==> src/rtl/fetch_prefetch_queue.sv <==
// Instruction fetch front end: owns the PC, issues in-order imem requests and buffers responses
// in a DEPTH-entry prefetch queue. Optional macro FETCH_BYPASS_EN forwards a head-filling response to decode.
module fetch_prefetch_queue #(
  parameter int unsigned       ADDR_W   = 32,
  parameter int unsigned       DATA_W   = 32,
  parameter int unsigned       DEPTH    = 4,
  parameter logic [ADDR_W-1:0] RESET_PC = '0,
  localparam int unsigned      PTR_W    = $clog2(DEPTH),
  localparam int unsigned      CNT_W    = $clog2(DEPTH + 1)
) (
  input  logic              Clock,
  input  logic              Reset_n,
  input  logic              Redirect,
  input  logic [ADDR_W-1:0] RedirectPC,
  output logic              IMemReq,
  output logic [ADDR_W-1:0] IMemAddr,
  input  logic              IMemGnt,
  input  logic              IMemRespValid,
  input  logic [DATA_W-1:0] IMemRespData,
  output logic              InstrValid,
  output logic [DATA_W-1:0] Instruction,
  output logic [ADDR_W-1:0] PCPlusFour,
  input  logic              InstrReady,
  output logic [CNT_W-1:0]  Occupancy
);

  localparam logic [ADDR_W-1:0] PC_STEP   = ADDR_W'(4);
  localparam logic [CNT_W:0]    DEPTH_EXT = (CNT_W + 1)'(DEPTH);

  logic [ADDR_W-1:0] pc;
  logic [CNT_W-1:0]  alloc;     // allocated entries, filled or not
  logic [CNT_W-1:0]  pending;   // allocated entries still waiting for data
  logic [CNT_W-1:0]  drop_cnt;  // stale responses still to be discarded
  logic [PTR_W-1:0]  head;

  logic [DATA_W-1:0] instr_q [DEPTH];
  logic [ADDR_W-1:0] pc4_q   [DEPTH];

  logic [CNT_W-1:0]  filled_cnt;
  logic [PTR_W-1:0]  tail;
  logic [PTR_W-1:0]  fill_ptr;
  logic [CNT_W:0]    in_use;
  logic              grant;
  logic              resp_drop;
  logic              resp_fill;
  logic              head_filled;
  logic              bypass;
  logic              pop;
  logic              write_fill;

  // Filled entries form a contiguous run starting at head, so the oldest
  // unfilled slot sits right after them.
  assign filled_cnt  = alloc - pending;
  assign tail        = head + alloc[PTR_W-1:0];
  assign fill_ptr    = head + filled_cnt[PTR_W-1:0];
  assign in_use      = {1'b0, alloc} + {1'b0, drop_cnt};

  assign IMemReq     = Reset_n & ~Redirect & (in_use < DEPTH_EXT);
  assign IMemAddr    = pc;
  assign grant       = IMemReq & IMemGnt;

  assign resp_drop   = IMemRespValid & (drop_cnt != '0);
  assign resp_fill   = IMemRespValid & (drop_cnt == '0) & (pending != '0);
  assign head_filled = (filled_cnt != '0);

`ifdef FETCH_BYPASS_EN
  // A fill with no filled entries ahead of it necessarily targets the head.
  assign bypass      = resp_fill & ~head_filled;
`else
  assign bypass      = 1'b0;
`endif

  assign InstrValid  = head_filled | bypass;
  assign Instruction = bypass ? IMemRespData : instr_q[head];
  assign PCPlusFour  = pc4_q[head];
  assign Occupancy   = alloc;

  assign pop         = InstrValid & InstrReady;
  assign write_fill  = resp_fill & ~(bypass & pop);

  always_ff @(posedge Clock or negedge Reset_n) begin
    if (!Reset_n) begin
      pc       <= RESET_PC;
      alloc    <= '0;
      pending  <= '0;
      drop_cnt <= '0;
      head     <= '0;
    end else if (Redirect) begin
      // Unfilled entries turn into responses that must be thrown away.
      pc       <= RedirectPC;
      alloc    <= '0;
      pending  <= '0;
      head     <= '0;
      drop_cnt <= (pending - CNT_W'(resp_fill)) + (drop_cnt - CNT_W'(resp_drop));
    end else begin
      if (grant) begin
        pc <= pc + PC_STEP;
      end
      alloc    <= alloc + CNT_W'(grant) - CNT_W'(pop);
      pending  <= pending + CNT_W'(grant) - CNT_W'(resp_fill);
      drop_cnt <= drop_cnt - CNT_W'(resp_drop);
      head     <= head + PTR_W'(pop);
    end
  end

  // NOTE: the payload arrays carry no reset; validity is tracked by the
  // counters above, so reset only the control state and keep storage plain.
  always_ff @(posedge Clock) begin
    if (grant) begin
      pc4_q[tail] <= pc + PC_STEP;
    end
    if (write_fill) begin
      instr_q[fill_ptr] <= IMemRespData;
    end
  end

  // A response with nothing to fill and nothing to drop is a memory protocol error.
  resp_orphan_a: assert property (@(posedge Clock) disable iff (!Reset_n)
    !(IMemRespValid && (drop_cnt == '0) && (pending == '0)));

endmodule

==> config.mk <==
export PLATFORM = sky130hd
export DESIGN_NAME = fetch_prefetch_queue
export DESIGN_NICKNAME = d
export VERILOG_FILES = /design/src/rtl/fetch_prefetch_queue.sv
export SDC_FILE = /design/constraint.sdc
export NUM_CORES = 1
export LEC_CHECK = 0
export CAP_MARGIN = 20
export CORE_ASPECT_RATIO = 0.5
export CORE_MARGIN = 5
export CORE_UTILIZATION = 32
export CTS_CLUSTER_SIZE = 30
export DETAILED_ROUTE_END_ITERATION = 8
export PLACE_DENSITY = 0.6
export SLEW_MARGIN = 20
export SYNTH_ARGS = -nofsm -noshare
export SYNTH_HDL_FRONTEND = slang
export SYNTH_SLANG_ARGS = --single-unit
export TNS_END_PERCENT = 5
==> constraint.sdc <==
create_clock -name Clock -period 5.55 [get_ports Clock]
set_input_delay 1.11 -clock Clock [delete_from_list [all_inputs] [get_ports Clock]]
set_output_delay 1.11 -clock Clock [all_outputs]
set_load 0.005 [all_outputs]
Word level (Yosys, flattened, before mapping)
Memory sizes are Yosys's and may differ from the RTL's.
Cells that the tools add are included.
{ "classes": {"order_cmp": 1, "add_sub_neg": 13, "n_mux": 10, "bitwise": 8, "n_reduce_logical": 5} }
{ "op_table": {"columns": ["operator", "n"], "rows": [
  ["2-to-1 mux 32 bit", 2],
  ["adder 32 x 3 -> 32 bit, second input constant", 1],
  ["subtractor 3 x 1 -> 3 bit", 4],
  ["2-to-1 mux 3 bit", 3],
  ["nonzero test 3 bit", 3],
  ["AND 1 bit", 7],
  ["adder 3 x 1 -> 3 bit", 2],
  ["adder 2 bit", 2],
  ["adder 3 x 3 -> 4 bit", 1],
  ["less-than comparator 4 x 3 -> 1 bit, second input constant", 1],
  ["2-to-1 mux 1 bit", 4],
  ["adder 3 bit", 1],
  ["zero test 3 bit", 1],
  ["subtractor 3 bit", 1],
  ["adder 2 x 1 -> 2 bit", 1],
  ["2-to-1 mux 2 bit", 1],
  ["nonzero test 2 bit", 1],
  ["NOT 1 bit", 1]
]} }
{ "totals": {"output_inout_bits": 101, "elab_cells": 44, "regBits": 43, "mem_bits_rw": 256, "mem_count": 2, "input_bits": 70} }
{ "mem_list": {"columns": ["name", "words", "width", "read_ports", "rd_clocked_by_memory_dff", "write_ports", "line_no", "source"], "rows": [
  ["instr_q", 4, 32, 1, 0, 1, "36", "logic [DATA_W-1:0] instr_q [DEPTH];"],
  ["pc4_q", 4, 32, 1, 0, 1, "37", "logic [ADDR_W-1:0] pc4_q [DEPTH];"]
]} }

Longest topological paths before layout
Gate-level depths: netlist of the first run.
{ "depth": {"depth_word": 7, "depth_mapped": 14, "mapped_depth_nobuf": 12} }

Least setup slack after synthesis of the first run
OpenSTA, ideal clock, no wires.
{ "synth_timing": {"kind": "in2reg", "start": "in Redirect", "end": "mem pc4_q[0][0] (enable)", "setup_time_ns": 0.461, "path_buffers": 2, "path_stages": 6, "t_arrival_ns": 4.264, "required_ns": 5.089, "setup_slack_ns": 0.825, "cell_sequence": "nor3b_1 > and4_1 > inv_1 > clkbuf_1 > clkbuf_1 > nor3_1"} }
{ "synth_via": {"elab_chain_len": 6} }
{ "synth_rtl": {"columns": ["item", "line_no", "source"], "rows": [
  ["start: declaration", "13", "input logic Redirect,"],
  ["NOT 1 bit", "58", "assign IMemReq = Reset_n & ~Redirect & (in_use < DEPTH_EXT);"],
  ["AND 1 bit (2 in series)", "58", null],
  ["AND 1 bit", "60", "assign grant = IMemReq & IMemGnt;"],
  ["2-to-1 mux 1 bit", "109", "if (grant) begin"],
  ["2-to-1 mux 1 bit (implied by the code)", "110", "pc4_q[tail] <= pc + PC_STEP;"],
  ["end: declaration", "37", null]
]} }
No other way between the ends.

Worst setup path after layout of the first run
{ "layout_timing": {"start": "reg head[0]", "end": "out PCPlusFour[29]"} }
{ "layout_via": {"elab_chain_len": 1} }
{ "layout_rtl": {"columns": ["item", "line_no", "source"], "rows": [
  ["start: declaration", "34", "logic [PTR_W-1:0] head;"],
  ["start signal: assignment", "102", "head <= head + PTR_W'(pop);"],
  ["memory (4 x 32 bit)", null, null],
  ["end: declaration", "22", "output logic [ADDR_W-1:0] PCPlusFour,"]
]} }
No other way between the ends.

==> results of run 1 <==
==> critical path, cell delays in order, from the launching register on <==
cell and delay [ns]:
dfrtp_4 0.82, buf_12 0.40, mux4_2 0.56, clkdlybuf4s50_1 0.50
==> flip-flops by register name, summed over array words and instances (netlist names) <==
| name | flops |
|---|---|
| drop_cnt | 3 |
| head | 2 |
| pc4_q | 128 |
| instr_q | 128 |
| pending | 3 |
| IMemAddr | 32 |
| Occupancy | 3 |
==> per-stage QoR <==
stage / cells / total power [mW]
5_1_grt: 1411 / 6.54
3_5_place_dp: 1359 / 4.33
6_report: 1411 / 6.22
2_1_floorplan: 692 / 3.56
4_1_cts: 1410 / 6.32
3_3_place_gp: 1355 / 4.29
==> report_power, final <==
part	internal, mW	switching, mW	leakage, nW
sequential	2.61	0.191	2.84
combinational	0.821	0.614	1.94
clock	1.18	0.800	0.464
==> cell usage in the layout, fill, tap and decap left out, drive strengths merged, types with 19 or more instances in the layout <==
cell,Yosys,routed
mux4,64,64
clkbuf,23,35
nand2,41,41
nor2,21,21
buf,16,19
clkdlybuf4s50,0,168
dfrtp,43,43
edfxtp,256,256
xnor2,37,37
nand3,31,31
==> routing by layer <==
layer	part of all wire [%]	vias to the layer above	global-route usage [%]	routed length, um
li1	-	3089	-	-
met1	40	3607	15.5	11400
met2	55	103	25.7	15800
met3	2.8	54	2.12	794
met4	2.8	0	3.93	796
met5	0	-	0	0
==> cell type report <==
type	count	share of cell area [%]
Clock buffer	35	4.75
Tap cell	520	4.13
Multi-Input combinational cell	336	21.7
Clock inverter	16	1.25
Inverter	18	0.429
Sequential cell	299	55.7
Timing Repair Buffer	187	12.1
==> worst paths after layout <==
check | start | to | slack (ns) | cells past startpoint
max | head[0] | PCPlusFour[29] | 1.60 | 3
min | IMemAddr[0] | pc4_q[3][0] | 0.54 | 0
max reg2reg | Occupancy[0] | Occupancy[2] | 2.49 | 11
min reg2reg | IMemAddr[0] | pc4_q[3][0] | 0.54 | 0
max in group asynchronous | Reset_n | head[1] | 4.32 | 2
min in group asynchronous | Reset_n | IMemAddr[20] | 0.72 | 2
==> cell families (layout without fill, tap and decap cells) <==
kind of cell    Yosys count  after routing  share of synthesized area [%]
flops                   299            299                           70.9
simple gates            147            147                           6.52
mux                      68             68                           12.0
compound gates           57             57                           3.33
buf+inv                  57            256                           1.85
xor+xnor                 46             46                           3.38
fa+ha+maj                18             18                           2.06
==> run_results.csv, run 1 <==
group,metric,value,unit
run_status,status,"finished, final reports clean",
clock_tree,clkSlewWorstSetupHoldPaths,0.06,ns
setup_path,crit_fanout,39,
die,std_cell_rows,50,
clock_tree,cts.sinks,299,
route,drc,0,
yosys,syn_area,12400,um^2
route,wire_per_inst,20.4,um
route,viasPerCell,4.86,
sta,fin_crit,3.95,ns
sta,finClkSkew,0.0195,ns
power,p_leak,5.24,nW
setup_path,crit_required,4.44,ns
sta,fin_setup_tns,0,ns
placement,dp_slack,1.96,ns
finish,nets,959,
clock_tree,cts_root_buf,"clkbuf_16",
route,vias,6853,
worst_hold_path,hp-class,"flip-flop to flip-flop",
clock_tree,clk_latency,0.55,ns
setup_path,start_kind,"flip-flop",
placement,routabilityCongestion,0.781,
yosys,avgSynthCellArea,17.9,um^2
clock_tree,clk_path_buf_depth,3,
yosys,synth_seq_cells,299,
sta,rsz0062_at_grt,"no",
clock_tree,post_cts_buffers,0,
die,start_util,32.7,%
yosys,synth.area.top_cells,"edfxtp_1 62%, mux4_2 12%, dfrtp_1 8.7%",
setup_path,crit_type,"flip-flop to output port",
placement,portBuffers,170,
power,powerDensity,395,nW/um^2
die,num_io_pins,171,
clock_tree,cts_max_level,1,
yosys,yosys-top-cells-count,"256 x edfxtp_1, 64 x mux4_2, 43 x dfrtp_1",
sta,fin_crit_sh,71.2,%
route,wirelength,28800,um
finish,postLayoutCellArea,15800,um^2
die,fp.dieArea,42900,um^2
finish,num_antenna_cells,0,
yosys,syn_nets,780,
placement,place_area,14800,um^2
yosys,yosysSeqAreaShare,70.9,%
finish,areaGrowthSynthToFinish,27.4,%
sta,whs,0.541,ns
run,drv_cap,0,
grt,grt_pass1_vias,7384,
yosys,yosysMostFrequentCell,"edfxtp_1",
sta,drv_slew,0,
yosys,yosysWarnings,0,
yosys,yosys.area.top_type,"edfxtp_1",
route,drtIter0Drc,443,
grt,gr-total-overflow,0,
setup_path,arrival,2.84,ns
yosys,synth-async-reset-ratio,14.4,%
yosys,synth_edf_count,256,
finish,final_core_util,41.7,%
grt,antenna_found_initial,0,
clock_tree,cts_tree,"yes",
die,die_x,288,um
placement,hpwl,18900,um
sta,slew_headroom,51.0,%
finish,fill_cells,3443,
sta,finalSetupViolations,0,
die,core,37800,um^2
power,vdd_drop_max,184,uV
yosys,syn_inst,692,
yosys,synth_cell_types,47,
die,die_y,149,um
sta,finalWorstSetupSlack,1.60,ns
sta,worst_pin_slew,0.728,ns
sta,hold_viol,0,
route,ant_nets,0,
clock_tree,ctsResizeCount,0,
clock_tree,cts_hold_buf,0,
grt,grt_usage,13.4,%
sta,timing.fmax,0.253,GHz
grt,grt_pass1_wl,44800,um
setup_path,cp-end-kind,"output port",
finish,drive_gt1_share,15.9,%
route,drt-pass1-iter-count,4,
grt,grt_max_degree,70,
yosys,yosysTopAreaCellShare,62.2,%
finish,multi_input_area,3420,um^2
yosys,synth-main-ff-cell,"edfxtp_1",
clock_tree,cts-buffers-inserted,29,
finish,seqCellArea,8770,um^2
Power figures use the tool's default switching activity.
==> inputs of run 2 (changes only) <==
clock period = 3.7 ns   (was 5.55 ns; I/O delays follow)
==> run 2 against run 1 <==
Effect of this change: clock skew down 0.0042 ns; clock power rose by 51%; flip-flop and latch count unchanged; sequential share of layout area is essentially flat; non-clock buffer count increased by 6; setup slack got worse by 1.3 ns; largest cell class unchanged; highest routed layer unchanged.
==> run_results.csv, run 2 (synthesized netlist as in run 1, its figures left out) <==
group,metric,value,unit
finish,nets,965,
route,drt-pass1-iter-count,5,
clock_tree,cts_tree,"yes",
clock_tree,cts-buffers-inserted,29,
clock_tree,cts_max_level,1,
run_status,status,"finished, final reports clean",
sta,fin_crit,3.43,ns
setup_path,critPathSlowestCell,"fa_1",
clock_tree,cts_hold_buf,0,
finish,final_core_util,41.7,%
die,std_cell_rows,50,
die,fp.dieArea,42900,um^2
worst_hold_path,hp-class,"input pin to asynchronous set/reset pin",
route,viasPerCell,4.85,
route,drc,0,
clock_tree,clk_latency,0.55,ns
route,vias,6878,
route,wirelength,28600,um
grt,grt_usage,13.3,%
sta,timing.fmax,0.291,GHz
finish,fill_cells,3401,
finish,num_antenna_cells,0,
sta,worst_pin_slew,0.679,ns
sta,finalSetupViolations,0,
grt,grt_pass1_vias,7466,
clock_tree,clkSlewWorstSetupHoldPaths,0.07,ns
finish,final_cell_mix,"256 x edfxtp_1, 168 x clkdlybuf4s50_1, 64 x mux4_2",
finish,areaGrowthSynthToFinish,27.4,%
die,core,37800,um^2
sta,fin_crit_sh,92.8,%
setup_path,crit_required,2.96,ns
setup_path,path_cells,"inv_1 -> ha_1 -> fa_1 -> nand2_1 -> or2_2 -> clkdlybuf4s50_1",
power,seqPwrFrac,44.6,%
power,p_int,6.92,mW
placement,routabilityCongestion,0.762,
sta,finClkSkew,0.0153,ns
power,p_leak,5.26,nW
placement,hpwl,19100,um
power,clockPowerShare,31.8,%
placement,portBuffers,170,
run,drv_cap,0,
finish,drive_gt1_share,16.8,%
power,p_sw,2.45,mW
power,powerDensity,594,nW/um^2
finish,final_common_cell,"edfxtp_1",
route,ant_nets,0,
power,combPwrFrac,23.6,%
die,num_io_pins,171,
setup_path,start_kind,"flip-flop",
power,switching_share,26.2,%
die,start_util,32.7,%
grt,grt_max_degree,48,
setup_path,crit_type,"flip-flop to output port",
sta,rsz0062_at_grt,"no",
sta,drv_slew,0,
setup_path,max_stage_delay,0.53,ns
grt,gr-total-overflow,0,
setup_path,crit_fanout,5,
grt,grt_pass1_wl,44100,um
clock_tree,cts_root_buf,"clkbuf_16",
clock_tree,cts.sinks,299,
clock_tree,clk_path_buf_depth,3,
sta,fin_setup_tns,0,ns
route,wire_per_inst,20.2,um
grt,antenna_found_initial,0,
die,die_y,149,um
route,drtIter0Drc,476,
die,die_x,288,um
clock_tree,ctsResizeCount,0,
sta,slew_headroom,54.6,%
sta,hold_viol,0,
clock_tree,post_cts_buffers,0,
setup_path,arrival,2.69,ns
power,vdd_drop_max,345,uV
setup_path,cp-end-kind,"output port",
[run 2: cell types whose count changed in the layout (fill, tap and decap cells not counted)]
| cell | before | now |
|---|---|---|
| clkinvlp_4 | 0 | 2 |
| buf_8 | 2 | 0 |
| buf_4 | 11 | 21 |
| clkinv_4 | 0 | 1 |
| clkbuf_1 | 6 | 7 |
| clkinv_2 | 5 | 3 |
| bufinv_16 | 5 | 4 |
| buf_16 | 2 | 0 |
| inv_6 | 0 | 2 |
| clkbuf_8 | 0 | 1 |
| clkinv_1 | 6 | 4 |
[run 2: final timing paths]
path | startpoint | to | slack (ns) | cells past startpoint
worst max register to register | Occupancy[0] | Occupancy[2] | 0.83 | 12
worst min-delay path | Reset_n | IMemAddr[26] | 0.34 | 2
min in group Clock | IMemAddr[0] | pc4_q[1][0] | 0.56 | 0
worst max-delay path | Occupancy[0] | InstrValid | 0.27 | 6
worst min register to register | IMemAddr[0] | pc4_q[1][0] | 0.56 | 0
max in group asynchronous | Reset_n | head[1] | 2.84 | 2
[run 2: final cells by class]
type                       count  area (um^2)  area share, %
tap                          520          651           4.13
clock buffer                  37          766           4.86
inverter                      18         67.6          0.429
sequential                   299         8770           55.7
multi-input combinational    336         3420           21.7
timing repair buffer         193         1890           12.0
clock inverter                16          191           1.21
[run 2: per-stage QoR]
step,setup WS [ns],cells,hold WS [ns],instance area [um^2],power [mW]
CTS,0.198,1419,0.343,15800,9.53
finish,0.267,1419,0.338,15800,9.37
global placement,0.654,1366,0.531,14800,6.47
floorplan,-0.655,692,0.444,12400,5.34
global route,0.124,1419,0.378,15800,9.83
detailed placement,0.614,1366,0.542,14800,6.52
[run 2: power by group through the flow]
stage	clock network (mW)	registers [mW]	logic, mW
floorplan	0	4.11	1.24
global placement	0	4.24	2.23
detailed placement	0	4.25	2.27
CTS	3.07	4.18	2.28
global route	3.21	4.21	2.42
finish	2.98	4.17	2.21
[run 2: per-layer routing]
metal	vias to the layer above	GRT usage (%)	routed length, um
met3	63	2.18	943
li1	3113	-	-
met1	3566	15.1	10700
met2	136	25.4	16000
met5	-	0	0
met4	0	4.72	999
[run 2: worst max-delay path, delay by kind of cell, from the launching register on]
family / cells / cell delay [ns]
and+or+nand+nor: 2 / 0.38
adders and majority gates: 2 / 0.76
DFF: 1 / 0.47
buffers and inverters: 2 / 0.54
==> RTL edit 1: new RTL, flow settings as in run 1 <==
The option `FETCH_BYPASS_EN` is turned on by a define.
--- a/src/rtl/fetch_prefetch_queue.sv
+++ b/src/rtl/fetch_prefetch_queue.sv
@@ -2,2 +2,4 @@
 // in a DEPTH-entry prefetch queue. Optional macro FETCH_BYPASS_EN forwards a head-filling response to decode.
+`define FETCH_BYPASS_EN
+
 module fetch_prefetch_queue #(
Behaviour: not the same (Yosys sat finds a counterexample within 4 cycles, from zero or initial values and one cycle with Reset_n low).
==> RTL edit 1 against run 1 <==
Total power rose by 4.5%; largest power group unchanged; cell area grew 3.0%; area after synthesis is 3.5% higher; count of clock-buffer cells in the layout decreased by 4; combinational power up 6%; worst setup slack lost 0.96 ns; critical path type unchanged; wire length is 5.6% higher; sequential cell count did not move.
==> RTL edit 1: results <==
[setup_path]
r2r_cells = 12
worst_path_max_delay_cell = "and2_2"
cp_max_fo = 32
r2r_slack_ns = 1.96
critPathTopFamily = "simple AND/OR/NAND/NOR gates"
arrival_ns = 3.80
critPathMaxStageDelay_ns = 0.73

[sta]
hold_slack_ns = 0.5586
skew_ns = 0.05303

[placement]
post-place-ws_ns = 0.8779
place_hpwl_mm = 19.74
finalWeightedCongestion = 0.7661

[layout]
seq_cell_count = 299
buffers = 185
multi_input_cells = 389
fin_cells = 1479
inverters = 17
clkCellAreaFrac_pct = 6.673
bufAreaShareNonClock_pct = 11.19
fill_cells = 3548
antenna-diode-count = 3
drive_gt1_share_pct = 19.98
nClkBuffers = 31

[synthesis]
synth_cell_type_count = 53
synth_area_per_cell_um2 = 17.20
synth-seq-area-share_pct = 68.50

[power]
ir_worst_vdd_mv = 0.2047
power.leakage_nw = 5.375
seqPwrFrac_pct = 42.9
switching_share_pct = 26.30

[worst_hold_path]
holdCritStartpoint = "IMemAddr[1]"
min_to = "pc4_q[2][1]"

[detailed_routing]
drtIter0Drc = 520

[global_route]
grt_max_degree = 49
grt_pass1_vias = 7745

[status]
outcome = "finished clean"
-- RTL edit 1: cell count changes in the layout (fill, tap and decap cells not counted), sizes merged, moves of 4 or more --
cell / delta
a22oi: +5
and2: +4
and3: -5
and4: -5
clkbuf: -4
clkinvlp: +7
mux2: +32
nand2: +12
nand3: -10
nor2: +10
o31a: -4
xnor2: -8
xor2: +8
-- RTL edit 1: routing by layer --
layer  vias up  GRT usage (%)  part of all wire, %
met4         0          3.900                  2.2
met3        39          2.447                  4.0
met1      3806          16.10                   39
met5         -              0                    0
met2       125          25.58                   55
li1       3298              -                    -
-- RTL edit 1: logic make-up after synthesis --
group                    after synthesis  synth area share, %
XOR/XNOR                              45                3.081
AO/OA/AOI/OAI                         62                3.482
multiplexers                         100                14.42
flip-flops                           299                68.50
buffers and inverters                 56                1.858
adder cells (fa/ha/maj)               20                2.191
AND/OR/NAND/NOR                      162                6.474
-- RTL edit 1: how the worst max path moves through the flow --
stage	from	to	slack [ns]	depth (start not counted)
floorplan	Redirect	pc4_q[0][0]	0.65	6
global placement	IMemRespValid	Instruction[27]	0.97	6
detailed placement	IMemRespValid	Instruction[28]	0.88	6
CTS	Occupancy[0]	Instruction[28]	0.57	9
global route	Occupancy[1]	Instruction[28]	0.43	8
finish	Occupancy[0]	Instruction[28]	0.64	9
-- RTL edit 1: per-stage QoR --
stage | cell area [um^2] | power [mW] | utilization [%]
2_1_floorplan | 12790 | 3.606 | -
3_3_place_gp | 15130 | 4.335 | 38.61
3_5_place_dp | 15130 | 4.367 | 38.61
4_1_cts | 16210 | 6.588 | 41.37
5_1_grt | 16240 | 6.823 | 41.44
6_report | 16240 | 6.499 | 41.44
==> RTL edit 2: new RTL, flow settings as in run 1 <==
Made on the original files. Reset style: synchronous (`Reset_n`), changed in one clocked block.
--- a/src/rtl/fetch_prefetch_queue.sv
+++ b/src/rtl/fetch_prefetch_queue.sv
@@ -80,3 +80,3 @@
 
-  always_ff @(posedge Clock or negedge Reset_n) begin
+  always_ff @(posedge Clock) begin
     if (!Reset_n) begin
Behaviour: differs if Reset_n is asserted again (counterexample within 4 cycles, from zero or initial values and one cycle with Reset_n low); with Reset_n held inactive, the same outputs for 4 cycles.
==> RTL edit 2 against run 1 <==
Total power down 17%; sequential cell count did not move; clock skew increased by 0.00070 ns; area after synthesis grew 1.2%; wire length increased by 3.6%; cell area grew 0.17%; worst setup slack got worse by 0.14 ns; sequential power down 7.1%.
==> RTL edit 2: results <==
[global_route]
grt_max_degree = 70
grt_pass1_vias = 7712
track_usage_pct = 13.64
grt_pass1_wl_mm = 45.51
antenna_found_initial = 0

[layout]
antenna-diode-count = 0
drive_gt1_share_pct = 15.80
fin_cells = 1467
fill_cells = 3532
final_nets = 1005

[setup_path]
critPathTopFamily = "buffers and inverters"
critPathMaxStageDelay_ns = 0.90
worst_path_max_delay_cell = "clkdlybuf4s50_1"
arrival_ns = 2.97
cp_max_fo = 21

[power]
power.leakage_nw = 5.034
ir_worst_vdd_mv = 0.1805

[synthesis]
postSynth.asyncResetShare_pct = 0
synthFlopType = "edfxtp_1"
synth_area_leaders = "edfxtp_1, mux4_2, dfxtp_1"
synth-edff-count = 256
synth_area_per_cell_um2 = 16.69
synthTopCellsByCount = "edfxtp_1, mux4_2, dfxtp_1"
ys_warn_count = 0
syn_nets = 838
syn_area_mm2 = 0.01252
synth-seq-area-share_pct = 68.29
synth_cell_type_count = 54

[detailed_routing]
drtIter0Drc = 467
totalWireLength_mm = 29.88
first_pass_iters = 5
via_count = 7256

[clock_tree]
ctsResizeCount = 0
cts_buffer_depth = 3
clk_pin_slew_worst_paths_ns = 0.07
htree_levels = 1
cts_root_buf = "clkbuf_16"
cts_made_buffers = 29

[placement]
post-place-ws_ns = 1.328
place_hpwl_mm = 19.75
placed_area_mm2 = 0.01488
place_inst = 1414
finalWeightedCongestion = 0.8162
io_buffer_count = 170

[worst_hold_path]
hold_path_class = "flip-flop to flip-flop"

[sta]
skew_ns = 0.02024
worstMarginPinSlew_ns = 0.8725

[status]
outcome = "finished clean"
RTL edit 2: cell count changes in the layout (fill, tap and decap cells not counted), moves of 13 or more:
cell	before	now
nand4_1	8	21
dfxtp_1	0	41
a31oi_1	2	15
nand2_1	40	17
nand3_1	30	17
dfrtp_1	41	0
RTL edit 2: path summary, 6_finish.rpt:
path                            depth (start not counted)    startpoint           to  slack, ns
worst max-delay path                                    4       Reset_n      IMemReq       1.47
worst min register to register                          0   IMemAddr[1]  pc4_q[3][1]       0.54
worst min-delay path                                    0   IMemAddr[1]  pc4_q[3][1]       0.54
worst max register to register                         13  Occupancy[2]   pending[2]       2.10
RTL edit 2: routing by layer:
metal	track usage, %	part of all wire (%)
met2	25.47	53
met1	15.57	39
met4	5.344	4.1
met3	2.466	4.2
met5	0	0
RTL edit 2: kinds of logic (layout without fill, tap and decap cells):
family / after synthesis / in the layout / share of synthesized area [%]
XOR/XNOR: 49 / 49 / 3.539
buffers and inverters: 70 / 257 / 2.279
adder cells (fa/ha/maj): 18 / 18 / 2.039
AO/OA/AOI/OAI: 79 / 79 / 4.078
flip-flops: 299 / 299 / 68.29
AND/OR/NAND/NOR: 169 / 169 / 8.097
multiplexers: 66 / 66 / 11.68
RTL edit 2: area by class of cell:
| type | instances | area (um^2) | share of cell area (%) |
|---|---|---|---|
| multi-input combinational | 381 | 3724 | 23.59 |
| clock buffer | 36 | 752.0 | 4.763 |
| sequential | 299 | 8556 | 54.20 |
| timing repair buffer | 187 | 1896 | 12.01 |
| clock inverter | 15 | 125.1 | 0.7926 |
| tap | 530 | 663.1 | 4.201 |
| inverter | 19 | 71.32 | 0.4518 |
RTL edit 2: power by group:
group | internal, mW | total (mW) | switching, mW
combinational | 0.390 | 0.727 | 0.337
sequential | 2.52 | 2.60 | 0.0832
clock | 1.05 | 1.86 | 0.809
